## config.mk

```make
export PLATFORM = sky130hd
export DESIGN_NAME = inport_credit_unit
export DESIGN_NICKNAME = d
export VERILOG_FILES = /design/src/rtl/inport_credit_unit_pkg.sv /design/src/rtl/inport_credit_unit_sync_2ff.sv /design/src/rtl/inport_credit_unit.sv
export SDC_FILE = /design/constraint.sdc
export NUM_CORES = 1
export LEC_CHECK = 0
export ABC_AREA = 1
export BUFFER_PORTS_ARGS = -buffer_cell sky130_fd_sc_hd__buf_4
export CORE_AREA = 3 3 49 51
export DETAILED_ROUTE_END_ITERATION = 10
export DIE_AREA = 0 0 52 54
export PLACE_DENSITY = 0.57
export SYNTH_ARGS = -nofsm -noshare
export SYNTH_HDL_FRONTEND = slang
export SYNTH_HIERARCHICAL = 1
export SYNTH_SLANG_ARGS = --single-unit
```

## constraint.sdc

```tcl
create_clock -name clk -period 2 [get_ports clk]
set_clock_uncertainty 0.2 [all_clocks]
set_input_delay 0.1 -clock clk [delete_from_list [all_inputs] [get_ports clk]]
set_output_delay 0.1 -clock clk [all_outputs]
set_load 0.005 [all_outputs]
```

## src/rtl/inport_credit_unit_pkg.sv

```systemverilog
// Link-level constants shared by the credit-return transmitter and receiver.
// Idle levels describe the differential pair immediately after downstream reset.
package inport_credit_unit_pkg;

    localparam logic LINK_IDLE_P          = 1'b1;
    localparam logic LINK_IDLE_N          = 1'b0;
    localparam int   DEFAULT_BUFFER_DEPTH = 4;
    localparam int   DEFAULT_GLITCH_LIMIT = 4;

    // Width of a counter that must hold every value in 0..max_value.
    function automatic int count_width(input int max_value);
        return (max_value < 1) ? 1 : $clog2(max_value + 1);
    endfunction

endpackage

```

## src/rtl/inport_credit_unit_sync_2ff.sv

```systemverilog
// Single-bit two-flop synchroniser with a configurable reset level so the
// output comes out of reset already at the link idle value.
module sync_2ff #(
    parameter logic RESET_VAL = 1'b0
) (
    input  logic clk,
    input  logic reset,
    input  logic d,
    output logic q
);

    logic meta_r;
    logic sync_r;

    // Two-stage capture of the asynchronous input.
    always_ff @(posedge clk) begin
        if (reset) begin
            meta_r <= RESET_VAL;
            sync_r <= RESET_VAL;
        end else begin
            meta_r <= d;
            sync_r <= meta_r;
        end
    end

    assign q = sync_r;

endmodule

```

## src/rtl/inport_credit_unit.sv

```systemverilog
// Upstream credit tracker: decodes the two-phase differential credit-return
// pair, counts credits against launched flits and flags protocol violations.
module inport_credit_unit
    import inport_credit_unit_pkg::*;
#(
    parameter int BUFFER_DEPTH = DEFAULT_BUFFER_DEPTH,
    parameter int GLITCH_LIMIT = DEFAULT_GLITCH_LIMIT
) (
    input  logic                                clk,
    input  logic                                reset,
    input  logic                                diff_pair_p,
    input  logic                                diff_pair_n,
    input  logic                                flit_sent,
    output logic [$clog2(BUFFER_DEPTH+1)-1:0]   credit_count,
    output logic                                credit_available,
    output logic                                protocol_error
);

    localparam int CW = $clog2(BUFFER_DEPTH + 1);
    localparam int GW = count_width(GLITCH_LIMIT);
    localparam logic [CW-1:0] MAX_COUNT   = CW'(BUFFER_DEPTH);
    localparam logic [GW-1:0] GLITCH_MAX  = GW'(GLITCH_LIMIT);

    logic          sp_s;
    logic          sn_s;
    logic          valid_s;
    logic          credit_ret_s;
    logic          last_p_r;
    logic          last_p_next_s;
    logic [GW-1:0] glitch_cnt_r;
    logic [GW-1:0] glitch_next_s;
    logic          glitch_hit_s;
    logic [CW-1:0] credit_count_r;
    logic [CW-1:0] count_next_s;
    logic          overflow_s;
    logic          underflow_s;
    logic          credit_available_r;
    logic          protocol_error_r;
    logic          error_next_s;

    sync_2ff #(.RESET_VAL(LINK_IDLE_P)) u_sync_p (
        .clk   (clk),
        .reset (reset),
        .d     (diff_pair_p),
        .q     (sp_s)
    );

    sync_2ff #(.RESET_VAL(LINK_IDLE_N)) u_sync_n (
        .clk   (clk),
        .reset (reset),
        .d     (diff_pair_n),
        .q     (sn_s)
    );

    // Pair validity, toggle detection and glitch accounting.
    always_comb begin
        valid_s       = (sp_s != sn_s);
        credit_ret_s  = valid_s && (sp_s != last_p_r);
        last_p_next_s = credit_ret_s ? sp_s : last_p_r;

        if (valid_s) begin
            glitch_next_s = {GW{1'b0}};
        end else if (glitch_cnt_r < GLITCH_MAX) begin
            glitch_next_s = glitch_cnt_r + GW'(1);
        end else begin
            glitch_next_s = glitch_cnt_r;
        end
        glitch_hit_s = (glitch_next_s == GLITCH_MAX);
    end

    // Credit counter next state; a simultaneous return and launch cancel out.
    always_comb begin
        count_next_s = credit_count_r;
        overflow_s   = 1'b0;
        underflow_s  = 1'b0;
        case ({credit_ret_s, flit_sent})
            2'b10: begin
                if (credit_count_r == MAX_COUNT) begin
                    overflow_s = 1'b1;
                end else begin
                    count_next_s = credit_count_r + CW'(1);
                end
            end
            2'b01: begin
                if (credit_count_r == {CW{1'b0}}) begin
                    underflow_s = 1'b1;
                end else begin
                    count_next_s = credit_count_r - CW'(1);
                end
            end
            default: begin
                count_next_s = credit_count_r;
            end
        endcase
        error_next_s = protocol_error_r | glitch_hit_s | overflow_s | underflow_s;
    end

    // State registers; availability is registered from the next count so it
    // tracks credit_count with no extra cycle of latency.
    always_ff @(posedge clk) begin
        if (reset) begin
            last_p_r           <= LINK_IDLE_P;
            glitch_cnt_r       <= {GW{1'b0}};
            credit_count_r     <= MAX_COUNT;
            credit_available_r <= (MAX_COUNT != {CW{1'b0}});
            protocol_error_r   <= 1'b0;
        end else begin
            last_p_r           <= last_p_next_s;
            glitch_cnt_r       <= glitch_next_s;
            credit_count_r     <= count_next_s;
            credit_available_r <= (count_next_s != {CW{1'b0}});
            protocol_error_r   <= error_next_s;
        end
    end

    assign credit_count     = credit_count_r;
    assign credit_available = credit_available_r;
    assign protocol_error   = protocol_error_r;

endmodule

```

==> impl_metrics.env, run 1 <==
export IMPL_hold_start="flit_sent"
export IMPL_drive_above_1_share=0.145
export IMPL_initialDrtViolationCount=14
export IMPL_worstPathMaxFanout=4
export IMPL_finalNetCount=129
export IMPL_root_buffer="clkbuf_4"
export IMPL_grt_pass1_vias=559
export IMPL_viasPerCell=4.10
export IMPL_ys_types=16
export IMPL_r2r_end="credit_available"
export IMPL_crit_arrival_ns=1.78
export IMPL_tightest_slew_ns=0.279
export IMPL_finalHoldViolCount=0
export IMPL_fp_dieW_um=52
export IMPL_ys_seq_elements=13
export IMPL_period_needed_ns=1.81
export IMPL_syn2layout_area_growth_pct=26.4
export IMPL_synth_largest_area_cell="dfxtp_1"
export IMPL_cts_tree="built"
export IMPL_avgSynthCellArea_um2=6.95
export IMPL_antenna_left=0
export IMPL_wl_per_cell_um=8.30
export IMPL_final_util=0.439
export IMPL_synthTopCellsByCount="nand2_1, inv_1, dfxtp_1, nor2_1, ha_1"
export IMPL_globalplace_congestion=0.732
export IMPL_ys_async_sr_fraction=0
export IMPL_port_buffers=9
export IMPL_dpl_hpwl_um=935
export IMPL_reg2reg_depth=12
export IMPL_dieArea_um2=2810
export IMPL_synth_cells=99
export IMPL_hold_path_depth=7
export IMPL_globalRouteMet2Util=0.172
export IMPL_grt_pass1_wl_mm=2.14
export IMPL_ys_flop_type="dfxtp_1"
export IMPL_cts_clk_slew_worst_paths_ns=0.07
export IMPL_cts_buffers=3
export IMPL_clockBufferDepth=2
export IMPL_crit_path_start_kind="flip-flop"
export IMPL_wirelength_mm=1.20
export IMPL_cts_max_level=1
export IMPL_synth_most_common_cell="nand2_1"
export IMPL_post_cts_setup_buffers=0
export IMPL_met1_usage=0.116
export IMPL_tns_ns=0
export IMPL_rsz0062_at_grt="false"
export IMPL_drt_pass1_iter_count=4
export IMPL_powerDensity_nw_per_um2=711
export IMPL_core_area_um2=1980
export IMPL_fin_crit_sh=0.907
export IMPL_worst_setup_path_type="reg -> reg"
export IMPL_initial_utilization=0.347
export IMPL_drv_slew=0
export IMPL_fmax_mhz=551
export IMPL_cp_end_kind="flip-flop"
export IMPL_grt_max_degree=9
export IMPL_cp_required_ns=1.97
export IMPL_yosysWarnings=6
export IMPL_ioPinCount=10
export IMPL_antenna_found_initial=0
export IMPL_grt_busiest_layer="met2"
export IMPL_seq_area_frac_synth=0.378
export IMPL_vdd_drop_max_mv=0.500
export IMPL_status="finished clean"
export IMPL_drc=0
export IMPL_maxCapViolations=0
export IMPL_hp_class="in -> reg"
export IMPL_synth_area_leaders="dfxtp_1, nand2_1, inv_1"
export IMPL_row_count=16
export IMPL_hold_path_end="credit_count[2]"
export IMPL_synth_edf_count=0
export IMPL_clock_sinks=13
export IMPL_num_fill_cells=213
export IMPL_grt_overflow_total=0
export IMPL_r2r_start="u_sync_p/q"
export IMPL_grt_usage=0.104
export IMPL_antenna_cells=0
export IMPL_grt_util_met3=0.0305
export IMPL_synth_cell_area_um2=688
export IMPL_vias=590
export IMPL_die_y_um=54
export IMPL_insertion_delay_ns=0.27
export IMPL_setup_violations=0
export IMPL_slew_headroom=0.814
export IMPL_syn_num_nets=110
export IMPL_synth_top_cell_area_share=0.378
export IMPL_leakagePower_nw=0.488
export IMPL_r2r_slack_ns=0.19
-- cell usage in the layout (no fill, tap or decap) --
cell type,count
buf_4,9
nand3b_1,1
xor2_1,1
inv_2,1
o21ai_1,3
clkbuf_4,3
nand3_2,1
nand2_1,31
inv_1,22
nand3_1,3
clkbuf_1,1
a21oi_2,2
o211ai_1,1
nor2_1,8
ha_1,6
dlygate4sd3_1,5
dfxtp_1,13
o21ai_0,1
a21oi_1,4
bufinv_8,1
-- per-stage QoR --
stage / hold WS [ns] / power, mW / worst slack, ns / instances / cell area, um2
3_3_place_gp: 0.0700 / 0.459 / 0.148 / 135 / 790
5_1_grt: 0.233 / 0.668 / 0.0309 / 144 / 870
6_report: 0.184 / 0.619 / 0.186 / 144 / 870
2_1_floorplan: -0.0309 / 0.410 / 0.273 / 99 / 688
3_5_place_dp: 0.0766 / 0.461 / 0.135 / 135 / 790
4_1_cts: 0.193 / 0.626 / 0.114 / 144 / 866
-- worst max-delay path by stage --
stage	startpoint	end	slack, ns	cells after the start
3_5_place_dp	u_sync_p/q	credit_available	0.14	12
5_1_grt	u_sync_p/q	credit_available	0.03	12
6_report	u_sync_p/q	credit_available	0.19	12
3_3_place_gp	u_sync_p/q	credit_available	0.15	12
4_1_cts	u_sync_p/q	credit_available	0.11	12
2_1_floorplan	u_sync_p/q	credit_available	0.27	12
-- flip-flops by register name, indices dropped and copies added (netlist names) --
name              count
credit_count          3
u_sync_p/q            1
u_sync_p/meta_r       1
credit_available      1
u_sync_n/meta_r       1
last_p_r              1
u_sync_n/q            1
protocol_error        1
glitch_cnt_r          3
-- logic make-up after synthesis --
kind of cell | count (synthesis) | synth area share
and+or+nand+nor | 44 | 0.260
adders and majority gates | 6 | 0.109
buffers and inverters | 24 | 0.151
xor gates and xnor gates | 1 | 0.0127
AOI/OAI and AO/OA | 11 | 0.0891
DFF | 13 | 0.378
-- report_power, final --
group          switching, mW  internal (mW)  total, mW
sequential            0.0164          0.279      0.296
combinational         0.0840         0.0816      0.166
clock                 0.0803         0.0773      0.158
-- critical path, cell delays in order, from the launching register on --
cell and delay [ns]:
dfxtp_1 0.32, inv_1 0.07, nand2_1 0.05, nand2_1 0.09
inv_1 0.06, a21oi_2 0.12, ha_1 0.27, bufinv_8 0.20
nand2_1 0.05, nand2_1 0.08, nand2_1 0.05, nor2_1 0.11
nand2_1 0.05
-- layer usage --
layer	up-vias	wire length, um
met1	244	579
met5	-	0
met4	0	22
li1	330	-
met2	12	535
met3	4	58
-- timing repair --
| item | in CTS | in global routing |
|---|---|---|
| hold endpoints to repair | 9 | 0 |
| hold buffers | 5 | 0 |
| endpoints found under the setup margin | 0 | 1 |
| gates resized for setup | 0 | 1 |
-- area by class of cell --
| class | instances | area [um2] | share of cell area |
|---|---|---|---|
| Sequential cell | 13 | 260 | 0.299 |
| Timing Repair Buffer | 14 | 118 | 0.135 |
| Clock buffer | 4 | 26.3 | 0.0302 |
| Inverter | 24 | 104 | 0.119 |
| Multi-Input combinational cell | 62 | 328 | 0.377 |
| Tap cell | 27 | 33.8 | 0.0388 |
Power figures use the tool's default switching activity.
==> inputs of run 2 (changes only) <==
--- a/config.mk
+++ b/config.mk
@@ -7,9 +7,9 @@
 export LEC_CHECK = 0
 export ABC_AREA = 1
 export BUFFER_PORTS_ARGS = -buffer_cell sky130_fd_sc_hd__buf_4
-export CORE_AREA = 3 3 49 51
+export CORE_AREA = 3 3 42 59
 export DETAILED_ROUTE_END_ITERATION = 10
-export DIE_AREA = 0 0 52 54
+export DIE_AREA = 0 0 45 62
 export PLACE_DENSITY = 0.57
 export SYNTH_ARGS = -nofsm -noshare
 export SYNTH_HDL_FRONTEND = slang
==> constraint.sdc (replaced) <==
create_clock -name clk -period 2.3 [get_ports clk]
set_clock_uncertainty 0.2 [all_clocks]
set_input_delay 0.115 -clock clk [delete_from_list [all_inputs] [get_ports clk]]
set_output_delay 0.115 -clock clk [all_outputs]
set_load 0.005 [all_outputs]
==> impl_metrics.env, run 2 (same netlist as run 1, synthesis figures left out) <==
export IMPL_root_buffer="clkbuf_4"
export IMPL_post_cts_setup_buffers=0
export IMPL_slowest_delay_ns=0.32
export IMPL_antenna_found_initial=0
export IMPL_hold_path_end="u_sync_n/q"
export IMPL_crit_arrival_ns=1.84
export IMPL_num_fill_cells=230
export IMPL_antenna_cells=0
export IMPL_critical_path_buf_inv_count=3
export IMPL_wl_per_cell_um=8.50
export IMPL_tightest_slew_ns=0.260
export IMPL_initialDrtViolationCount=9
export IMPL_hold_path_depth=2
export IMPL_insertion_delay_ns=0.27
export IMPL_cts_buffers=3
export IMPL_cp_end_kind="flip-flop"
export IMPL_fin_crit_sh=0.813
export IMPL_finalNetCount=129
export IMPL_cts_resized_gates=0
export IMPL_finalHoldViolCount=0
export IMPL_fmax_mhz=535
export IMPL_final_cell_mix="nand2_1, inv_1, dfxtp_1"
export IMPL_maxCapViolations=0
export IMPL_drt_pass1_iter_count=4
export IMPL_worstPathMaxFanout=4
export IMPL_cts_max_level=1
export IMPL_drc=0
export IMPL_dieArea_um2=2790
export IMPL_r2r_start="u_sync_p/q"
export IMPL_cts_tree="built"
export IMPL_period_needed_ns=1.87
export IMPL_drv_slew=0
export IMPL_antenna_left=0
export IMPL_hold_start="u_sync_n/meta_r"
export IMPL_cts_clk_slew_worst_paths_ns=0.08
export IMPL_slew_headroom=0.827
export IMPL_layout_commonest_cell="nand2_1"
export IMPL_wirelength_mm=1.17
export IMPL_clockBufferDepth=2
export IMPL_placed_area_um2=782
export IMPL_leakagePower_nw=0.488
export IMPL_setup_violations=0
export IMPL_die_y_um=62
export IMPL_fp_dieW_um=45
export IMPL_grt_max_degree=9
export IMPL_powerDensity_nw_per_um2=625
export IMPL_vias=596
export IMPL_core_area_um2=2000
export IMPL_pre_cts_slack_ns=0.425
export IMPL_cp_common_cell="nand2_1"
export IMPL_crit_chain="inv_1, nand2_1, nand2_1, inv_1, a21oi_1, ha_1, bufinv_8, nand3_1, nand2_1, nand2_1, nor2_1, nand2_1"
export IMPL_grt_overflow_total=0
export IMPL_worst_setup_path_type="reg -> reg"
export IMPL_status="finished clean"
export IMPL_grt_usage=0.103
export IMPL_cp_required_ns=2.27
export IMPL_dpl_hpwl_um=954
export IMPL_tns_ns=0
export IMPL_ioPinCount=10
export IMPL_hp_class="reg -> reg"
export IMPL_row_count=19
export IMPL_grt_pass1_wl_mm=2.14
export IMPL_crit_path_start_kind="flip-flop"
export IMPL_drive_above_1_share=0.137
export IMPL_port_buffers=9
export IMPL_globalplace_congestion=0.773
export IMPL_r2r_slack_ns=0.43
export IMPL_reg2reg_depth=12
export IMPL_syn2layout_area_growth_pct=24.7
export IMPL_r2r_end="credit_available"
export IMPL_stdcell_area_um2=858
export IMPL_cp_slowest_cell="dfxtp_1"
export IMPL_clock_sinks=13
export IMPL_grt_pass1_vias=570
export IMPL_postCtsHoldBufs=5
export IMPL_vdd_drop_max_mv=0.353
export IMPL_viasPerCell=4.32
export IMPL_fin_ws_ns=0.430
export IMPL_rsz0062_at_grt="false"
export IMPL_critPathTopFamily="simple AND/OR/NAND/NOR gates"
export IMPL_initial_utilization=0.345
run 2: metrics by stage:
stage / hold WS [ns] / power, mW / util / std cells
2_1_floorplan: -0.0159 / 0.356 / - / 99
3_3_place_gp: 0.0843 / 0.399 / 0.392 / 129
3_5_place_dp: 0.0891 / 0.401 / 0.392 / 129
4_1_cts: 0.208 / 0.545 / 0.430 / 138
5_1_grt: 0.211 / 0.581 / 0.430 / 138
6_report: 0.206 / 0.537 / 0.430 / 138
run 2: power by group:
group	total [mW]	switching [mW]	leakage, nW	internal [mW]
logic	0.145	0.0741	0.366	0.0707
registers	0.256	0.0133	0.107	0.243
clock network	0.136	0.0686	0.0150	0.0671
run 2: how the worst max path moves through the flow:
stage	startpoint	endpoint	slack (ns)	cells after the start
3_5_place_dp	u_sync_p/q	credit_available	0.43	12
2_1_floorplan	u_sync_p/q	credit_available	0.57	12
4_1_cts	u_sync_p/q	credit_available	0.41	12
3_3_place_gp	u_sync_p/q	credit_available	0.48	12
6_report	u_sync_p/q	credit_available	0.43	12
5_1_grt	u_sync_p/q	credit_available	0.19	12
run 2: worst register-to-register path, stage by stage, from the launching register on:
cell and delay, ns:
dfxtp_1 0.32, inv_1 0.07, nand2_1 0.05, nand2_1 0.10
inv_1 0.04, a21oi_1 0.15, ha_1 0.29, bufinv_8 0.20
nand3_1 0.07, nand2_1 0.08, nand2_1 0.06, nor2_1 0.09
nand2_1 0.05
run 2: cell type report:
class	count	area [um2]	area share
clock buffers	4	26.3	0.0306
multi-input cells	62	324	0.378
repair buffers	14	118	0.137
well taps	21	26.3	0.0306
flip-flops and latches	13	260	0.303
inverters	24	104	0.121
run 2: routing by layer:
metal  routed length [um]  vias up  part of all wire  global-route usage
met3                   42        2             0.036              0.0115
met2                  606        6              0.52               0.174
met5                    0        -                 0                   0
met4                   17        0             0.014              0.0753
met1                  507      258              0.43               0.117
li1                     -      330                 -                   -
